`config.mk`:
```
export PLATFORM = sky130hd
export DESIGN_NAME = mem_arbiter_flat
export DESIGN_NICKNAME = d
export VERILOG_FILES = /design/src/rtl/mem_arbiter_if.sv /design/src/rtl/mem_arbiter.sv /design/src/flat_wrapper.sv
export SDC_FILE = /design/constraint.sdc
export NUM_CORES = 1
export LEC_CHECK = 0
export BUFFER_PORTS_ARGS = -buffer_cell sky130_fd_sc_hd__buf_2
export CAP_MARGIN = 10
export CORE_AREA = 4 4 105 107
export CTS_CLUSTER_DIAMETER = 200
export CTS_CLUSTER_SIZE = 40
export DETAILED_ROUTE_END_ITERATION = 8
export DIE_AREA = 0 0 109 111
export PLACE_DENSITY = 0.66
export SLEW_MARGIN = 10
export SYNTH_ARGS = -nofsm -noshare
export SYNTH_HDL_FRONTEND = slang
export SYNTH_SLANG_ARGS = --single-unit
```
`constraint.sdc`:
```
create_clock -name clk -period 1.77 [get_ports clk]
set_input_delay 0.354 -clock clk [delete_from_list [all_inputs] [get_ports clk]]
set_output_delay 0.354 -clock clk [all_outputs]
set_load 0.05 [all_outputs]
```
`src/rtl/mem_arbiter_if.sv`:
```
// mem_arbiter_if: two cache ports and one memory port, shared by the arbiter and its environment.
interface mem_arbiter_if;
    logic        req0, req1, we0, we1;
    logic [31:0] addr0, addr1, wdata0, wdata1;
    logic        gnt0, gnt1;
    logic [3:0]  beat_cnt;
    logic [31:0] rdata;
    logic        rvalid0, rvalid1, done0, done1;
    logic        mem_rd, mem_wr, mem_ack;
    logic [31:0] mem_addr, mem_wdata, mem_rdata;

    modport slave (
        input  req0, req1, we0, we1, addr0, addr1, wdata0, wdata1, mem_rdata, mem_ack,
        output gnt0, gnt1, beat_cnt, rdata, rvalid0, rvalid1, done0, done1,
               mem_rd, mem_wr, mem_addr, mem_wdata
    );

    modport master (
        output req0, req1, we0, we1, addr0, addr1, wdata0, wdata1, mem_rdata, mem_ack,
        input  gnt0, gnt1, beat_cnt, rdata, rvalid0, rvalid1, done0, done1,
               mem_rd, mem_wr, mem_addr, mem_wdata
    );
endinterface

```
`src/rtl/mem_arbiter.sv`:
```
// mem_arbiter: round-robin burst arbiter giving two cache ports turns on a single word-wide memory.
module mem_arbiter #(
    parameter int BEATS = 16
) (
    input  logic          clk,
    input  logic          rst,
    mem_arbiter_if.slave  bus
);
    typedef enum logic [1:0] {IDLE = 2'd0, XFER = 2'd1, DONE = 2'd2} state_t;

    state_t      r_state;
    logic [3:0]  r_beat;
    logic [31:0] r_base;
    logic        r_last, r_owner, r_we, r_gnt0, r_gnt1, r_done0, r_done1;
    logic        w_win, w_xfer, w_rv;
    logic [31:0] w_addr;

    // r_last names the port granted last, so a tie goes to the other one
    assign w_win  = bus.req1 & (~bus.req0 | ~r_last);
    assign w_addr = w_win ? bus.addr1 : bus.addr0;
    assign w_xfer = r_state == XFER;
    assign w_rv   = w_xfer & ~r_we & bus.mem_ack;

    assign bus.gnt0      = r_gnt0;
    assign bus.gnt1      = r_gnt1;
    assign bus.done0     = r_done0;
    assign bus.done1     = r_done1;
    assign bus.beat_cnt  = r_beat;
    assign bus.mem_rd    = w_xfer & ~r_we;
    assign bus.mem_wr    = w_xfer & r_we;
    assign bus.mem_addr  = w_xfer ? r_base | {26'd0, r_beat, 2'b00} : 32'd0;
    assign bus.mem_wdata = w_xfer ? (r_owner ? bus.wdata1 : bus.wdata0) : 32'd0;
    assign bus.rvalid0   = w_rv & ~r_owner;
    assign bus.rvalid1   = w_rv & r_owner;
    assign bus.rdata     = w_rv ? bus.mem_rdata : 32'd0;

    always_ff @(posedge clk) begin
        if (!rst) begin
            r_state <= IDLE;
            r_beat  <= 4'd0;
            r_base  <= 32'd0;
            r_last  <= 1'b0;
            r_owner <= 1'b0;
            r_we    <= 1'b0;
            r_gnt0  <= 1'b0;
            r_gnt1  <= 1'b0;
            r_done0 <= 1'b0;
            r_done1 <= 1'b0;
        end else begin
            case (r_state)
                IDLE: if (bus.req0 | bus.req1) begin
                    r_state <= XFER;
                    r_owner <= w_win;
                    r_we    <= w_win ? bus.we1 : bus.we0;
                    r_base  <= w_addr & 32'hFFFF_FFC0;
                    r_beat  <= 4'd0;
                    r_gnt0  <= ~w_win;
                    r_gnt1  <= w_win;
                end
                XFER: if (bus.mem_ack) begin
                    r_beat <= r_beat + 4'd1;
                    if (r_beat == 4'(BEATS - 1)) begin
                        r_state <= DONE;
                        r_beat  <= 4'd0;
                        r_done0 <= ~r_owner;
                        r_done1 <= r_owner;
                    end
                end
                DONE: begin
                    r_state <= IDLE;
                    r_last  <= r_owner;
                    r_gnt0  <= 1'b0;
                    r_gnt1  <= 1'b0;
                    r_done0 <= 1'b0;
                    r_done1 <= 1'b0;
                end
                default: begin
                    r_state <= IDLE;
                    r_gnt0  <= 1'b0;
                    r_gnt1  <= 1'b0;
                    r_done0 <= 1'b0;
                    r_done1 <= 1'b0;
                end
            endcase
        end
    end
endmodule

```
`src/flat_wrapper.sv`:
```
// flat-port wrapper written by rule: the top's interface ports become plain ports
module mem_arbiter_flat 
#(
    parameter int BEATS = 16
)
  (clk, rst, bus_req0, bus_req1, bus_we0, bus_we1, bus_addr0, bus_addr1, bus_wdata0, bus_wdata1, bus_mem_rdata, bus_mem_ack, bus_gnt0, bus_gnt1, bus_beat_cnt, bus_rdata, bus_rvalid0, bus_rvalid1, bus_done0, bus_done1, bus_mem_rd, bus_mem_wr, bus_mem_addr, bus_mem_wdata);
  mem_arbiter_if bus_i ();
  input  logic clk;
  input  logic rst;
  input wire logic [$bits(bus_i.req0)-1:0] bus_req0;
  input wire logic [$bits(bus_i.req1)-1:0] bus_req1;
  input wire logic [$bits(bus_i.we0)-1:0] bus_we0;
  input wire logic [$bits(bus_i.we1)-1:0] bus_we1;
  input wire logic [$bits(bus_i.addr0)-1:0] bus_addr0;
  input wire logic [$bits(bus_i.addr1)-1:0] bus_addr1;
  input wire logic [$bits(bus_i.wdata0)-1:0] bus_wdata0;
  input wire logic [$bits(bus_i.wdata1)-1:0] bus_wdata1;
  input wire logic [$bits(bus_i.mem_rdata)-1:0] bus_mem_rdata;
  input wire logic [$bits(bus_i.mem_ack)-1:0] bus_mem_ack;
  output wire logic [$bits(bus_i.gnt0)-1:0] bus_gnt0;
  output wire logic [$bits(bus_i.gnt1)-1:0] bus_gnt1;
  output wire logic [$bits(bus_i.beat_cnt)-1:0] bus_beat_cnt;
  output wire logic [$bits(bus_i.rdata)-1:0] bus_rdata;
  output wire logic [$bits(bus_i.rvalid0)-1:0] bus_rvalid0;
  output wire logic [$bits(bus_i.rvalid1)-1:0] bus_rvalid1;
  output wire logic [$bits(bus_i.done0)-1:0] bus_done0;
  output wire logic [$bits(bus_i.done1)-1:0] bus_done1;
  output wire logic [$bits(bus_i.mem_rd)-1:0] bus_mem_rd;
  output wire logic [$bits(bus_i.mem_wr)-1:0] bus_mem_wr;
  output wire logic [$bits(bus_i.mem_addr)-1:0] bus_mem_addr;
  output wire logic [$bits(bus_i.mem_wdata)-1:0] bus_mem_wdata;
  assign bus_i.req0 = bus_req0;
  assign bus_i.req1 = bus_req1;
  assign bus_i.we0 = bus_we0;
  assign bus_i.we1 = bus_we1;
  assign bus_i.addr0 = bus_addr0;
  assign bus_i.addr1 = bus_addr1;
  assign bus_i.wdata0 = bus_wdata0;
  assign bus_i.wdata1 = bus_wdata1;
  assign bus_i.mem_rdata = bus_mem_rdata;
  assign bus_i.mem_ack = bus_mem_ack;
  assign bus_gnt0 = bus_i.gnt0;
  assign bus_gnt1 = bus_i.gnt1;
  assign bus_beat_cnt = bus_i.beat_cnt;
  assign bus_rdata = bus_i.rdata;
  assign bus_rvalid0 = bus_i.rvalid0;
  assign bus_rvalid1 = bus_i.rvalid1;
  assign bus_done0 = bus_i.done0;
  assign bus_done1 = bus_i.done1;
  assign bus_mem_rd = bus_i.mem_rd;
  assign bus_mem_wr = bus_i.mem_wr;
  assign bus_mem_addr = bus_i.mem_addr;
  assign bus_mem_wdata = bus_i.mem_wdata;
  mem_arbiter #(.BEATS(BEATS)) u_core (.clk(clk), .rst(rst), .bus(bus_i));
endmodule
```
# Yosys cells after proc, flatten, opt, wreduce, memory -nomap -nowiden
# Index checks and enable logic that the tools add are counted.
# classes
reduce_logical	7
order_cmp	0
shift	0
n_eq_ne	6
mul	0
bitwise	16
add_sub_neg	1
mux	24
n_div	0
# ops
operator	count
$mux W32	5
$or A32 B6 Y32	1
$mux W4	3
$reduce_and A3 Y1	3
$pmux W1 S2	4
$pmux W4 S2	1
$mux W1	7
$not A1 Y1	7
$and A1 B1 Y1	6
$mux W2	3
$add A4 B1 Y4 const B	1
$eq A4 B4 Y1 const B	1
$ne A2 B2 Y1 const B	2
$pmux W2 S2	1
$reduce_and A2 Y1	2
$eq A2 B1 Y1 const B	1
$eq A2 B2 Y1 const B	1
$logic_not A2 Y1	1
$ne A2 B1 Y1 const B	1
$or A1 B1 Y1	2
$reduce_bool A2 Y1	1
# word_totals
mem_bits_ro	0
ram_bits	0
n_memories	0
regBits	39
latch_bits	0

# Logic depth before layout (Yosys ltp)
# depth
word_depth	6
ltp_mapped	5

# Least setup slack after synthesis
# Ideal clock, no wire load.
# synth_timing
path_type	register to output
from	reg u_core.r_owner
to	out bus_rvalid0
stages_incl_launch_ff	4
t_required_ns	1.416
setup_slack_ns	-0.813
t_arrival_ns	2.229
cell_sequence	dfxtp_1 -> buf_2 -> buf_2 -> nor4_1
# synth_via
elab_chain_len	2
# synth_rtl
element	line_no	source
start, declared	mem_arbiter.sv:14	logic r_last, r_owner, r_we, r_gnt0, r_gnt1, r_done0, r_done1;
start signal, assigned	mem_arbiter.sv:53	r_owner <= w_win;
$not A1 Y1	mem_arbiter.sv:33	assign bus.rvalid0 = w_rv & ~r_owner;
$and A1 B1 Y1	mem_arbiter.sv:33	
end, declared	flat_wrapper.sv:24	output wire logic [$bits(bus_i.rvalid0)-1:0] bus_rvalid0;
# No other way between the ends.

# Worst setup path in the final report
# layout_timing
from	reg u_core.r_state[0]
to	out bus_rdata[1]
# layout_via
elab_chain_len	4
# layout_rtl
element	line_no	source
start, declared	mem_arbiter.sv:11	state_t r_state;
start signal, assigned	mem_arbiter.sv:39	r_state <= IDLE;
start signal, assigned	mem_arbiter.sv:52	r_state <= XFER;
start signal, assigned	mem_arbiter.sv:63	r_state <= DONE;
$eq A2 B1 Y1	mem_arbiter.sv:21	assign w_xfer = r_state == XFER;
$and A1 B1 Y1 (2 in a row)	mem_arbiter.sv:22	assign w_rv = w_xfer & ~r_we & bus.mem_ack;
$mux W32	mem_arbiter.sv:35	assign bus.rdata = w_rv ? bus.mem_rdata : 32'd0;
end, declared	flat_wrapper.sv:23	output wire logic [$bits(bus_i.rdata)-1:0] bus_rdata;
# No other way between the ends.

==> qor.yml <==
setup_path:
  cp.arrival_ns: 1.50
  critPathMostFrequentCell: "buf_8"
  crit_family: "buffers and inverters"
  reg2reg_depth: 7
  crit_chain: "nand2_4, nor3_4, buf_6, buf_8, and2_4, buf_8"
  worstSetupEndpoint: "bus_rdata[1]"
  crit_start: "u_core.r_state[0]"
  crit_path_top_delay_cell: "dfxtp_4"
  start_kind: "flip-flop"
  reg2reg_slack_ns: 0.26
  cp-end-kind: "output pin"
  timing.critical_path.buf_inv: 3
  setup.worst_path.class: "reg -> out"
  regToRegEndpoint: "u_core.bus.done0"
  crit_cells: 6
  crit_path_max_incr_delay_ns: 0.38
  r2r-start: "u_core.r_state[0]"
  crit_required_ns: 1.42
  path_max_fanout: 8
synthesis:
  yosysTopAreaCell: "dfxtp_1"
  ys_seq_elements: 39
  ys_async_sr_fraction: 0
  yosys_warnings: 0
  synth_area_leaders: "dfxtp_1 (27%), mux2i_1 (21%), and2_1 (15%)"
  syn-mean-instance-area_um2: 8.524
  synthCells: 342
  synth_top_cell_area_share: 0.2678
  yosys_most_used_dff: "dfxtp_1"
  ys_seq_area_frac: 0.2678
  synth.cell_area_um2: 2915
  synth-edff-count: 0
  yosysMostFrequentCell: "and2_1"
  ys_top_cells_by_count: "and2_1 (68), mux2i_1 (62), dfxtp_1 (39)"
  synthDistinctLibCells: 38
global_routing:
  grtUsageTotal: 0.1976
  grt_first_pass_wirelength_mm: 19.06
  grt_max_degree: 37
  grt_pass1_vias: 3777
  globalRouteOverflowTotal: 0
  antenna_found_initial: 5
run:
  drv_cap: 0
pwr:
  p_sw_uw: 1465
  p_leak_uw: 0.002722
  peakVddDrop_mv: 0.4818
  swShare: 0.4003
  power_density_nw_per_um2: 637.6
  power_frac_seq: 0.271
  clkPwrFrac: 0.220
  finalPower_uw: 3660
  intPower_uw: 2195
  comb_power_share: 0.510
floorplanning:
  dieArea_um2: 12100
  die_h_um: 111
  io_pins: 275
  row_count: 37
  initial_core_util: 0.2875
  core_area_um2: 10140
  die_w_um: 109
timing:
  setup_viol: 67
  timing.final.crit_share: 1.050
  worst_slack_ns: -0.08800
  drv_slew: 0
  timing.clock.skew_ns: 0.01086
  rsz0062_at_grt: "true"
  holdWs_ns: 0.4047
  hold_violations: 0
  setup_tns_ns: -2.958
  fmax_mhz: 538.2
  min_period_ns: 1.858
clocking:
  clock_sinks: 39
  cts-root-buf: "clkbuf_8"
  clk_pin_slew_worst_paths_ns: 0.09
  clockBufferDepth: 2
  clk-insertion-delay-late_ns: 0.29
  numCtsBuffers: 5
  h-tree-depth: 2
  cts_tree: "done"
finish:
  regArea_um2: 792.0
  fillers: 913
  drive_gt1_frac: 0.6678
  utilization: 0.5662
  area_delta_synth_final_pct: 96.91
  final_nets: 781
  multi_input_area_um2: 2283
worst_hold_path:
  min_path_cells: 3
  hold_class: "in -> reg"
placed_design:
  place.gp.congestion: 0.8251
  place_ws_ns: 0.05232
  io_buffers: 260
  dpl.hpwl_mm: 9.377
detailed_routing:
  viasPerCell: 4.809
  vias: 3621
  ant_nets: 0
  remaining_drc_errors: 0
  avgRoutedWirePerCell_um: 18.23
  wirelength_mm: 13.73
  drtIter0Drc: 146
  drt_first_pass_iters: 4
outcome:
  outcome: "complete, but fails checks"
  failed_checks: "setup timing"
==> state kept, by name, summed over array words and instances (netlist names) <==
signal               cells
u_core.r_state           2
u_core.bus.beat_cnt      4
u_core.r_base           26
u_core.r_last            1
u_core.bus.gnt0          1
u_core.r_we              1
u_core.r_owner           1
u_core.bus.gnt1          1
u_core.bus.done1         1
u_core.bus.done0         1
==> cell type report <==
class | instances | area share
clock inverter | 2 | 0.006757
inverter | 2 | 0.001308
tap | 136 | 0.02964
sequential | 39 | 0.1380
clock buffer | 6 | 0.01439
antenna | 3 | 0.001308
timing repair buffer | 297 | 0.4109
multi-input combinational | 268 | 0.3978
==> timing repair <==
| item | CTS | global route |
|---|---|---|
| resized for setup | 163 | 114 |
| buffers inserted | 5 | 7 |
| hold buffers | 0 | 0 |
| pin swaps | 0 | 34 |
| gates cloned | 1 | 5 |
| endpoints found under the setup margin | 98 | 96 |
==> metrics by stage <==
step	cell area (um2)	std cells
2_1_floorplan	3002	343
3_3_place_gp	4527	726
3_5_place_dp	4527	726
4_1_cts	5181	740
5_1_grt	5741	753
6_report	5741	753
==> layer usage <==
| metal | GRT usage | share of wire | vias to the layer above |
|---|---|---|---|
| met4 | 0.06229 | 0.027 | 4 |
| met5 | 0 | 0.0025 | - |
| met3 | 0.04426 | 0.066 | 30 |
| li1 | - | - | 1740 |
| met1 | 0.2327 | 0.39 | 1693 |
| met2 | 0.3489 | 0.52 | 154 |
==> worst min path at each step <==
stage	from	to	slack (ns)
3_5_place_dp	u_core.bus.done0	u_core.bus.done0	0.45
4_1_cts	bus_addr0[18]	u_core.r_base[18]	0.40
5_1_grt	bus_addr0[7]	u_core.r_base[7]	0.44
3_3_place_gp	u_core.bus.done0	u_core.bus.done0	0.45
2_1_floorplan	bus_mem_ack	u_core.r_state[1]	0.47
6_report	bus_addr0[18]	u_core.r_base[18]	0.40
==> cells in the final DEF, fill, tap and decap left out, types with 15 or more instances in the layout <==
cell type,count
a21oi_1,31
buf_4,63
a211oi_2,20
nor2_2,19
and2_1,35
mux2i_1,55
buf_8,41
buf_6,19
and2_4,33
dfxtp_1,36
nor2_4,15
buf_2,163
==> worst reg2reg max path: stages, from the launching register on <==
cell	delay [ns]
dfxtp_4	0.38
buf_4	0.12
nand2b_4	0.08
clkbuf_16	0.17
buf_12	0.15
buf_4	0.14
or3_1	0.29
mux2i_1	0.12
==> power by group through the flow <==
stage	clock network, uW	logic, uW	registers (uW)
after floorplan	0	1010	1020
after global placement	0	1440	1010
after detailed placement	0	1460	1010
after CTS	837	1630	988
after global routing	869	1960	999
final	804	1870	990
==> kinds of logic (layout without fill, tap and decap cells) <==
logic type | after synthesis | count (layout) | synth area share
and+or+nand+nor | 132 | 132 | 0.2511
AOI/OAI and AO/OA | 71 | 71 | 0.1923
muxes | 62 | 62 | 0.2129
DFF | 39 | 39 | 0.2678
buffers and inverters | 36 | 307 | 0.07038
adders and majority gates | 1 | 1 | 0.004291
other | 1 | 5 | 0.001286
Note: power is estimated with default switching activity, not from simulation.
